### src/rtl/xorshift_pkg.sv
// Shared constants and types for the multi-channel xorshift generator.
package xorshift_pkg;

  typedef enum logic {
    INIT = 1'b0,
    RUN  = 1'b1
  } gen_state_t;

  // Shift triples (A, B, C) for x ^= x<<A; x ^= x>>B; x ^= x<<C.
  localparam int A32 = 13;
  localparam int B32 = 17;
  localparam int C32 = 5;
  localparam int A64 = 13;
  localparam int B64 = 7;
  localparam int C64 = 17;

endpackage

### src/rtl/xorshift_step.sv
// Purely combinational single xorshift step for a WIDTH-bit state.
module xorshift_step
  import xorshift_pkg::*;
#(
  parameter int WIDTH = 32
) (
  input  logic [WIDTH-1:0] cur,
  output logic [WIDTH-1:0] nxt
);

  localparam int SA = (WIDTH == 64) ? A64 : A32;
  localparam int SB = (WIDTH == 64) ? B64 : B32;
  localparam int SC = (WIDTH == 64) ? C64 : C32;

  logic [WIDTH-1:0] t1;
  logic [WIDTH-1:0] t2;

  assign t1  = cur ^ (cur << SA);
  assign t2  = t1 ^ (t1 >> SB);
  assign nxt = t2 ^ (t2 << SC);

endmodule

### src/rtl/xorshift_gen.sv
// Round-robin multi-channel xorshift generator with valid/ready output and seed loading.
module xorshift_gen
  import xorshift_pkg::*;
#(
  parameter int               WIDTH    = 32,
  parameter int               CHANNELS = 4,
  parameter logic [WIDTH-1:0] SEED     = 1,
  localparam int              CW       = (CHANNELS > 1) ? $clog2(CHANNELS) : 1
) (
  input  logic             clock,
  input  logic             reset,
  input  logic             seed_valid,
  input  logic [CW-1:0]    seed_chan,
  input  logic [WIDTH-1:0] seed_data,
  output logic             out_valid,
  input  logic             out_ready,
  output logic [WIDTH-1:0] dout,
  output logic [CW-1:0]    dchan,
  output logic [31:0]      count
);

  if (WIDTH != 32 && WIDTH != 64) begin : g_bad_width
    $error("xorshift_gen: WIDTH must be 32 or 64");
  end
  if (CHANNELS < 1 || CHANNELS > 8) begin : g_bad_channels
    $error("xorshift_gen: CHANNELS must be in 1..8");
  end

  // A zero state is a fixed point of xorshift, so it is never stored.
  function automatic logic [WIDTH-1:0] nonzero(input logic [WIDTH-1:0] x);
    return (x == '0) ? WIDTH'(1) : x;
  endfunction

  gen_state_t       fsm;
  gen_state_t       fsm_next;
  logic [WIDTH-1:0] state [CHANNELS];
  logic [CW-1:0]    ptr;
  logic [WIDTH-1:0] step_out;
  logic             handshake;
  logic             seed_hit;

  always_ff @(posedge clock or posedge reset) begin
    if (reset) fsm <= INIT;
    else       fsm <= fsm_next;
  end

  always_comb begin
    fsm_next  = fsm;
    out_valid = 1'b0;
    case (fsm)
      INIT: fsm_next = RUN;
      RUN:  out_valid = 1'b1;
      default: fsm_next = INIT;
    endcase
  end

  assign handshake = out_valid && out_ready;
  assign seed_hit  = seed_valid && (32'(seed_chan) < CHANNELS);

  xorshift_step #(.WIDTH(WIDTH)) u_step (
    .cur (state[ptr]),
    .nxt (step_out)
  );

  // NOTE: the state array is reset explicitly because every channel has a
  // defined reset seed; a memory without reset would start as X here.
  always_ff @(posedge clock or posedge reset) begin
    if (reset) begin
      ptr   <= '0;
      count <= '0;
      for (int i = 0; i < CHANNELS; i++) begin
        state[i] <= nonzero(SEED + WIDTH'(i));
      end
    end else begin
      if (handshake) begin
        state[ptr] <= step_out;
        ptr        <= (ptr == CW'(CHANNELS - 1)) ? '0 : ptr + 1'b1;
        count      <= count + 32'd1;
      end
      // Placed after the step update so a seed to the same channel wins.
      if (seed_hit) state[seed_chan] <= nonzero(seed_data);
    end
  end

  assign dout  = state[ptr];
  assign dchan = ptr;

  a_valid_nonzero : assert property (@(posedge clock) disable iff (reset)
    out_valid |-> dout != '0);

endmodule

### config.mk
export PLATFORM = sky130hd
export DESIGN_NAME = xorshift_gen
export DESIGN_NICKNAME = d
export VERILOG_FILES = /design/src/rtl/xorshift_pkg.sv /design/src/rtl/xorshift_step.sv /design/src/rtl/xorshift_gen.sv
export SDC_FILE = /design/constraint.sdc
export NUM_CORES = 1
export LEC_CHECK = 0
export ABC_AREA = 1
export CORE_ASPECT_RATIO = 2
export CORE_UTILIZATION = 35
export DETAILED_ROUTE_END_ITERATION = 7
export PLACE_DENSITY = 0.6
export SLEW_MARGIN = 20
export SYNTH_ARGS = -nofsm -noshare
export SYNTH_HDL_FRONTEND = slang
export SYNTH_HIERARCHICAL = 1
export SYNTH_SLANG_ARGS = --single-unit
### constraint.sdc
create_clock -name clock -period 13.8 [get_ports clock]
set_clock_uncertainty 0.05 [all_clocks]
set_input_delay 2.07 -clock clock [delete_from_list [all_inputs] [get_ports clock]]
set_output_delay 2.07 -clock clock [all_outputs]
set_load 0.05 [all_outputs]
==> results of run 1 <==
## worst max-delay path, stage by stage (launching register included)
cell	delay, ps
dfrtp_2	390
buf_4	340
inv_2	310
buf_4	530
o21ai_0	150
o22ai_1	670
clkdlybuf4s50_1	950
## cells by family after synthesis
group	share of synthesized area, %
flip-flops	41.6
AND/OR/NAND/NOR	24.3
XOR/XNOR	3.12
adder cells (fa/ha/maj)	0.637
other	0.0382
buffers and inverters	9.13
AO/OA/AOI/OAI	21.2
## placed cells by master, fill, tap and decap left out, drive strengths merged, types with 11 or more instances in the layout
cell	Yosys	layout
o22ai	36	36
dfrtp	158	158
buf	29	11
o211ai	105	105
clkbuf	39	22
xnor2	19	19
inv	158	159
xor2	16	16
clkdlybuf4s50	0	104
nand2	408	408
nor2	117	117
nand3	33	33
o21ai	213	213
## area by class of cell
class | count | area share (%)
repair buffers | 115 | 9.63
clock buffers | 22 | 4.06
well taps | 352 | 3.77
clock inverters | 10 | 0.869
inverters | 158 | 5.16
multi-input cells | 973 | 41.5
flip-flops and latches | 163 | 35.0
## sequential cells by signal (all words and copies together), names as in the netlist
name / count
count: 32
dchan: 2
fsm: 1
state: 128
## per-layer routing
| metal | share of wire, % | up-vias | global-route usage [%] |
|---|---|---|---|
| li1 | - | 4605 | - |
| met1 | 37 | 4525 | 25.8 |
| met2 | 52 | 332 | 42.5 |
| met3 | 4.4 | 97 | 3.96 |
| met4 | 6.7 | 0 | 17.1 |
| met5 | 0 | - | 0 |
## final timing paths
kind	endpoint	cells after the start	slack (ps)
worst max-delay path	dout[14]	6	7830
worst min-delay path	count[8]	1	460
worst max register to register	state[81]	16	10100
max in group asynchronous	dchan[0]	3	10460
worst min register to register	count[8]	1	460
min in group asynchronous	state[19]	2	2040
## stage by stage
step / hold slack [ps] / setup WS, ps / util, % / std cells / area, um^2
final: 459 / 7830 / 42.4 / 1793 / 11700
after global routing: 481 / 7620 / 42.4 / 1793 / 11700
after CTS: 463 / 7850 / 42.4 / 1793 / 11700
after detailed placement: 450 / 8340 / 40.3 / 1761 / 11100
after global placement: 449 / 8400 / 40.3 / 1761 / 11100
after floorplan: 445 / 7280 / - / 1362 / 9820
==> reports/qor.yml, run 1 <==
run_status:
  status: "complete, no violations"
final_layout:
  seqCellArea_um2: 4090
  multi_input_comb_area_um2: 4840
  n_fill_cell: 2926
  drive_above_1_share_pct: 6.94
  antenna_cells: 0
  fin_nets: 1471
  area_growth_pct: 18.9
clocking:
  cts_tree: "yes"
  cts.clk_slew.worst_paths_ps: 70
  htree_levels: 4
  cts_buffers: 17
  cts_hold_buffers: 0
  cts_setup_buffers: 0
  cts_max_path_buffers: 2
  clk_latency_ps: 460
  cts.repair.resized: 0
  root_buffer: "clkbuf_16"
  cts.sinks: 163
yosys:
  synth-edff-count: 0
  syn_avg_cell_area_um2: 7.21
  ys_ff_latch: 163
  yosysUniqueCellTypes: 31
  postSynthCellCount: 1362
  synth_top_cell_by_area: "dfrtp_1"
  synth.top_cell.area_share_pct: 40.3
  seq_area_frac_synth_pct: 41.6
  yosysWarnings: 6
  netlist_top_cells_count: "nand2_1, o21ai_0, dfrtp_1, inv_1, nor2_1"
  synthFlopType: "dfrtp_1"
  yosysMostFrequentCell: "nand2_1"
  synthArstFlopShare_pct: 100
  syn-cell-area_um2: 9820
  synthTopCellsByArea: "dfrtp_1, nand2_1, o21ai_0"
  synth_nets: 1405
placed_design:
  numPortBuffers: 104
  dp_hpwl_mm: 23.0
  place_congestion: 0.848
sta:
  relSlewSlack_pct: 38.2
  max_slew.worst_pin.slew_ps: 927
  fin_setup_tns_ps: 0
  fmaxAchievable_mhz: 167
  period_needed_ps: 5970
  slew_violations: 0
  finalSetupViolations: 0
  rsz0062_at_grt: "no"
  hold_viol_final: 0
  fin_crit_sh_pct: 43.3
global_routing:
  grt_pass1_wl_mm: 51.7
  grt_max_degree: 69
  grt_antenna_before_repair: 0
  grt_overflow_total: 0
  track_usage_pct: 24.1
  grt_pass1_vias: 9276
setup_path:
  endpoint_kind: "output pin"
  r2r-start: "dchan[0]"
  worstPathArrival_ps: 3850
  cp.required_ps: 11680
  path_max_fanout: 68
  critPathLaunch: "dchan[0]"
  crit_type: "register to output pin"
  cp-start-kind: "register"
die:
  core_area_um2: 27500
  die_x_um: 120
  rows: 86
  start_util_pct: 35.6
  ios: 105
  die_area_um2: 28800
  die_y_um: 239
route:
  wl_mm: 33.0
  ant_nets: 0
  drt-initial-drc-count: 575
  wl_per_cell_um: 18.4
  vias_per_cell: 5.33
  vias: 9559
  dr.pass1.iters: 5
  route.detailed.drc: 0
min_path:
  min_from: "count[8]"
  hold_class: "register to register"
flow_run:
  drv_cap: 0
Power of run 1 is left out: the tool's default activity adds up to more than one toggle a clock period on the data nets, which glitch-free logic cannot reach.
==> run 2: changes to the inputs <==
- PLACE_DENSITY: 0.6 -> 0.62
- clock period: 13.8 -> 4.9 ns (I/O delays scaled with it)
==> run 2 against run 1 <==
  * Critical path depth shrank 2
  * Count of clock-buffer cells in the layout fell by 2
  * Die area unchanged
  * Wire length up 3.5%
  * Global-route usage is 0.39 points higher
  * First-iteration DRC count grew 14%
  * Cell area increased by 0.76%
  * Worst hold slack worse by 1.8 ps
  * Via count is 2.1% higher
  * Largest cell class unchanged
==> reports/qor.yml, run 2 (same netlist as run 1, synthesis figures left out) <==
clocking:
  cts.repair.resized: 0  # unchanged
  htree_levels: 4  # unchanged
  cts_max_path_buffers: 2  # unchanged
  cts_setup_buffers: 0  # unchanged
  cts_buffers: 17  # unchanged
  cts_hold_buffers: 0  # unchanged
  root_buffer: "clkbuf_16"
  cts_tree: "yes"
  cts.clk_slew.worst_paths_ps: 70  # about the same
  clk_latency_ps: 450  # about the same
  cts.sinks: 163  # unchanged
route:
  vias: 9758  # +2.1%
  dr.pass1.iters: 6  # +1
  wl_per_cell_um: 19.0  # +3.1%
  vias_per_cell: 5.42  # +1.7%
  drt-initial-drc-count: 653  # +14%
  ant_nets: 0  # unchanged
  wl_mm: 34.2  # +3.5%
  route.detailed.drc: 0  # unchanged
die:
  die_x_um: 120  # unchanged
  start_util_pct: 35.6  # unchanged
  ios: 105  # unchanged
  core_area_um2: 27500  # unchanged
  die_area_um2: 28800  # unchanged
  die_y_um: 239  # unchanged
  rows: 86  # unchanged
global_routing:
  track_usage_pct: 24.5  # +0.39 points
  grt_antenna_before_repair: 0  # unchanged
  grt_overflow_total: 0  # unchanged
  grt_pass1_wl_mm: 52.5  # +1.5%
  grt_max_degree: 81  # +17%
  grt_pass1_vias: 9379  # +1.1%
placed_design:
  preCtsSetupSlack_ps: 1390  # -6950 ps
  dp_cells: 1768  # +0.40%
  place_congestion: 0.932  # +9.9%
  numPortBuffers: 104  # unchanged
  dp_hpwl_mm: 24.5  # +6.6%
sta:
  max_slew.worst_pin.slew_ps: 1080  # +152 ps
  fmaxAchievable_mhz: 249
  fin_crit_sh_pct: 81.9
  fin_ws_ps: 888  # -6940 ps
  finalSetupViolations: 0  # unchanged
  relSlewSlack_pct: 28.1  # -10 points
  fin_setup_tns_ps: 0  # unchanged
  slew_violations: 0  # unchanged
  rsz0062_at_grt: "no"
  period_needed_ps: 4010
  hold_viol_final: 0  # unchanged
final_layout:
  area_growth_pct: 19.8
  antenna_cells: 0  # unchanged
  fin_cells: 1800  # +0.39%
  drive_above_1_share_pct: 7.39  # +0.45 points
  final_cell_mix: "nand2_1, o21ai_0, dfrtp_1"
  n_fill_cell: 2876  # -1.7%
  fin_nets: 1478  # +0.48%
  largest_reg_flops: 128  # unchanged
  top_register: "state"
  fin_util_pct: 42.7  # +0.32 points
  layout_commonest_cell: "nand2_1"
run_status:
  status: "complete, no violations"
setup_path:
  cp-start-kind: "register"
  worstPathCellList: "inv_2 > o21ai_0 > o22ai_1 > clkdlybuf4s50_1"
  crit_buf_inv: 2  # -2
  r2r_cells: 14  # -2
  path_max_fanout: 52  # -24%
  endpoint_kind: "output pin"
  path_depth: 4  # -2
  cp.required_ps: 4120  # -7560 ps
  max_stage_delay_ps: 940  # about the same
  cp_top_family: "buffers and inverters"
  crit_type: "register to output pin"
  worstPathArrival_ps: 3230  # -620 ps
  slowest_stage: "clkdlybuf4s50_1"
min_path:
  whs_path_depth: 1  # unchanged
  hold_class: "register to register"
flow_run:
  drv_cap: 0  # unchanged
[run 2: changes by cell type in the layout (fill, tap and decap cells not counted), sizes merged]
cell    delta
buf        +7
bufinv     +2
clkbuf     -2
[run 2: final timing paths]
kind                                    to     start  slack, ps
max in group asynchronous        state[24]     reset       3220
min in group asynchronous         count[6]     reset        670
worst min register to register    count[8]  count[8]        460
worst min-delay path              count[8]  count[8]        460
worst max register to register  state[104]  dchan[0]       1630
worst max-delay path              dout[23]  dchan[0]        890
[run 2: metal layers]
| metal | global-route usage, % | share of wire, % | vias to the layer above |
|---|---|---|---|
| met1 | 24.8 | 35 | 4675 |
| met4 | 17.0 | 6.5 | 0 |
| met2 | 45.0 | 54 | 363 |
| li1 | - | - | 4611 |
| met3 | 3.91 | 4.4 | 109 |
| met5 | 0 | 0 | - |
[run 2: final cells by class]
cell class                      instances  area (um^2)  area share (%)
Clock buffer                           20          447            3.80
Clock inverter                         12          155            1.32
Inverter                              158          599            5.10
Multi-Input combinational cell        973         4840            41.2
Sequential cell                       163         4090            34.8
Tap cell                              352          440            3.75
Timing Repair Buffer                  122         1190            10.1
[run 2: worst reg2reg max path, stage by stage (launching register included)]
cell,delay (ps)
dfrtp_2,410
inv_2,650
o21ai_0,190
o22ai_1,530
nand2_1,210
nand2_2,190
nand2_1,70
nand2_1,120
inv_1,80
nand2_1,80
nand2_1,110
inv_1,140
nand2_1,70
o211ai_1,110
o21ai_0,100
[run 2: through the flow]
step	instance area, um^2	hold slack (ps)
3_5_place_dp	11200	453
4_1_cts	11800	457
2_1_floorplan	9820	445
3_3_place_gp	11200	443
5_1_grt	11800	478
6_report	11800	457
Power of run 2 is left out for the same reason.
==> run 3: changes to the inputs <==
- PLACE_DENSITY: 0.62 -> 0.6
- clock period: 4.9 -> 4.2 ns (I/O delays scaled with it)
==> run 3 against run 2 <==
  * Core utilization increased by 0.11 points
  * Cell area increased by 0.27%
  * Sequential share of layout area decreased by 0.092 points
  * Cell count increased by 0.17%
  * Count of clock-buffer cells in the layout decreased by 1
  * Via count decreased by 0.20%
  * Worst hold slack got worse by 1.1 ps
  * Non-clock buffer count increased by 4
  * Critical endpoint is now dout[22]
  * Wire length decreased by 2.4%
  * Sequential cell count unchanged
==> reports/qor.yml, run 3 (same netlist as run 1, synthesis figures left out) <==
global_routing:
  grt_pass1_wl_mm: 52.4  # -0.28%
  grt_overflow_total: 0  # unchanged
  grt_max_degree: 68  # -16%
  grt_antenna_before_repair: 0  # unchanged
  track_usage_pct: 24.1  # -0.35 points
  grt_pass1_vias: 9482  # +1.1%
final_layout:
  layout_commonest_cell: "nand2_1"
  final_cell_mix: "nand2_1, o21ai_0, dfrtp_1"
  area_growth_pct: 20.1
  antenna_cells: 0  # unchanged
  fin_nets: 1482  # +0.27%
  seqCellArea_um2: 4090  # unchanged
  largest_reg_flops: 128  # unchanged
  fin_cells: 1803  # +0.17%
  top_register: "state"
  drive_above_1_share_pct: 9.65  # +2.3 points
  n_fill_cell: 2870  # -0.21%
  multi_input_comb_area_um2: 4840  # unchanged
setup_path:
  crit_type: "register to output pin"
  path_max_fanout: 67  # +29%
  crit_buf_inv: 2  # unchanged
  cp_top_family: "buffers and inverters"
  max_stage_delay_ps: 900  # -40 ps
  slowest_stage: "clkdlybuf4s50_1"
  endpoint_kind: "output pin"
  cp.required_ps: 3520  # -600 ps
  worstPathArrival_ps: 2920  # -310 ps
  cp-start-kind: "register"
  worstPathCellList: "buf_4 > o21ai_0 > o22ai_1 > clkdlybuf4s50_1"
route:
  vias_per_cell: 5.40  # -0.37%
  wl_per_cell_um: 18.5  # -2.6%
  drt-initial-drc-count: 665  # +1.8%
  route.detailed.drc: 0  # unchanged
  ant_nets: 0  # unchanged
  dr.pass1.iters: 5  # -1
  vias: 9738  # -0.20%
  wl_mm: 33.4  # -2.4%
clocking:
  cts_max_path_buffers: 2  # unchanged
  cts_buffers: 17  # unchanged
  cts_tree: "yes"
  cts.sinks: 163  # unchanged
  root_buffer: "clkbuf_16"
  cts.clk_slew.worst_paths_ps: 70  # about the same
  htree_levels: 4  # unchanged
  cts_setup_buffers: 0  # unchanged
  cts.repair.resized: 0  # unchanged
  clk_latency_ps: 450  # about the same
  cts_hold_buffers: 0  # unchanged
die:
  ios: 105  # unchanged
  rows: 86  # unchanged
  die_y_um: 239  # unchanged
  start_util_pct: 35.6  # unchanged
  core_area_um2: 27500  # unchanged
  die_area_um2: 28800  # unchanged
  die_x_um: 120  # unchanged
sta:
  fmaxAchievable_mhz: 277
  fin_crit_sh_pct: 85.8
  fin_setup_tns_ps: 0  # unchanged
  slew_violations: 0  # unchanged
  relSlewSlack_pct: 37.7  # +9.6 points
  period_needed_ps: 3600
  hold_viol_final: 0  # unchanged
  rsz0062_at_grt: "no"
  max_slew.worst_pin.slew_ps: 935  # -145 ps
  finalSetupViolations: 0  # unchanged
placed_design:
  numPortBuffers: 104  # unchanged
  dp_cells: 1771  # +0.17%
  dp_hpwl_mm: 23.5  # -4.1%
  place_congestion: 0.893  # -4.2%
flow_run:
  drv_cap: 0  # unchanged
run_status:
  status: "complete, no violations"
min_path:
  hold_class: "register to register"
-- run 3: layout make-up --
cell class	count	area share [%]
Clock buffer	19	3.84
Clock inverter	12	1.25
Inverter	158	5.11
Multi-Input combinational cell	973	41.1
Sequential cell	163	34.7
Tap cell	352	3.74
Timing Repair Buffer	126	10.3
-- run 3: worst register-to-register path: cells and delay by family (launching register included) --
| family | cells | cell delay [ps] |
|---|---|---|
| compound gates | 4 | 1040 |
| buf+inv | 4 | 1110 |
| flops | 1 | 410 |
| simple gates | 7 | 610 |
-- run 3: metal layers --
layer / vias to the layer above / global-route usage (%) / wire (um)
met1: 4646 / 25.7 / 12200
met3: 105 / 3.48 / 1530
met2: 366 / 43.5 / 17500
li1: 4621 / - / -
met4: 0 / 16.2 / 2150
met5: - / 0 / 0
-- run 3: path summary, 6_finish.rpt --
| path | start | endpoint | slack (ps) | cells past startpoint |
|---|---|---|---|---|
| min reg2reg | count[8] | count[8] | 460 | 1 |
| min in group asynchronous | reset | count[4] | 570 | 2 |
| max reg2reg | dchan[0] | state[104] | 840 | 15 |
| max | dchan[0] | dout[22] | 600 | 4 |
| max in group asynchronous | reset | state[14] | 2640 | 4 |
| min | count[8] | count[8] | 460 | 1 |
-- run 3: metrics by stage --
stage,util (%),instance area (um^2),hold WS [ps],worst slack (ps)
2_1_floorplan,-,9820,445,830
3_3_place_gp,40.5,11200,447,1030
3_5_place_dp,40.5,11200,451,995
4_1_cts,42.7,11800,464,615
5_1_grt,42.8,11800,480,474
6_report,42.8,11800,456,596
Power of run 3 is left out for the same reason.
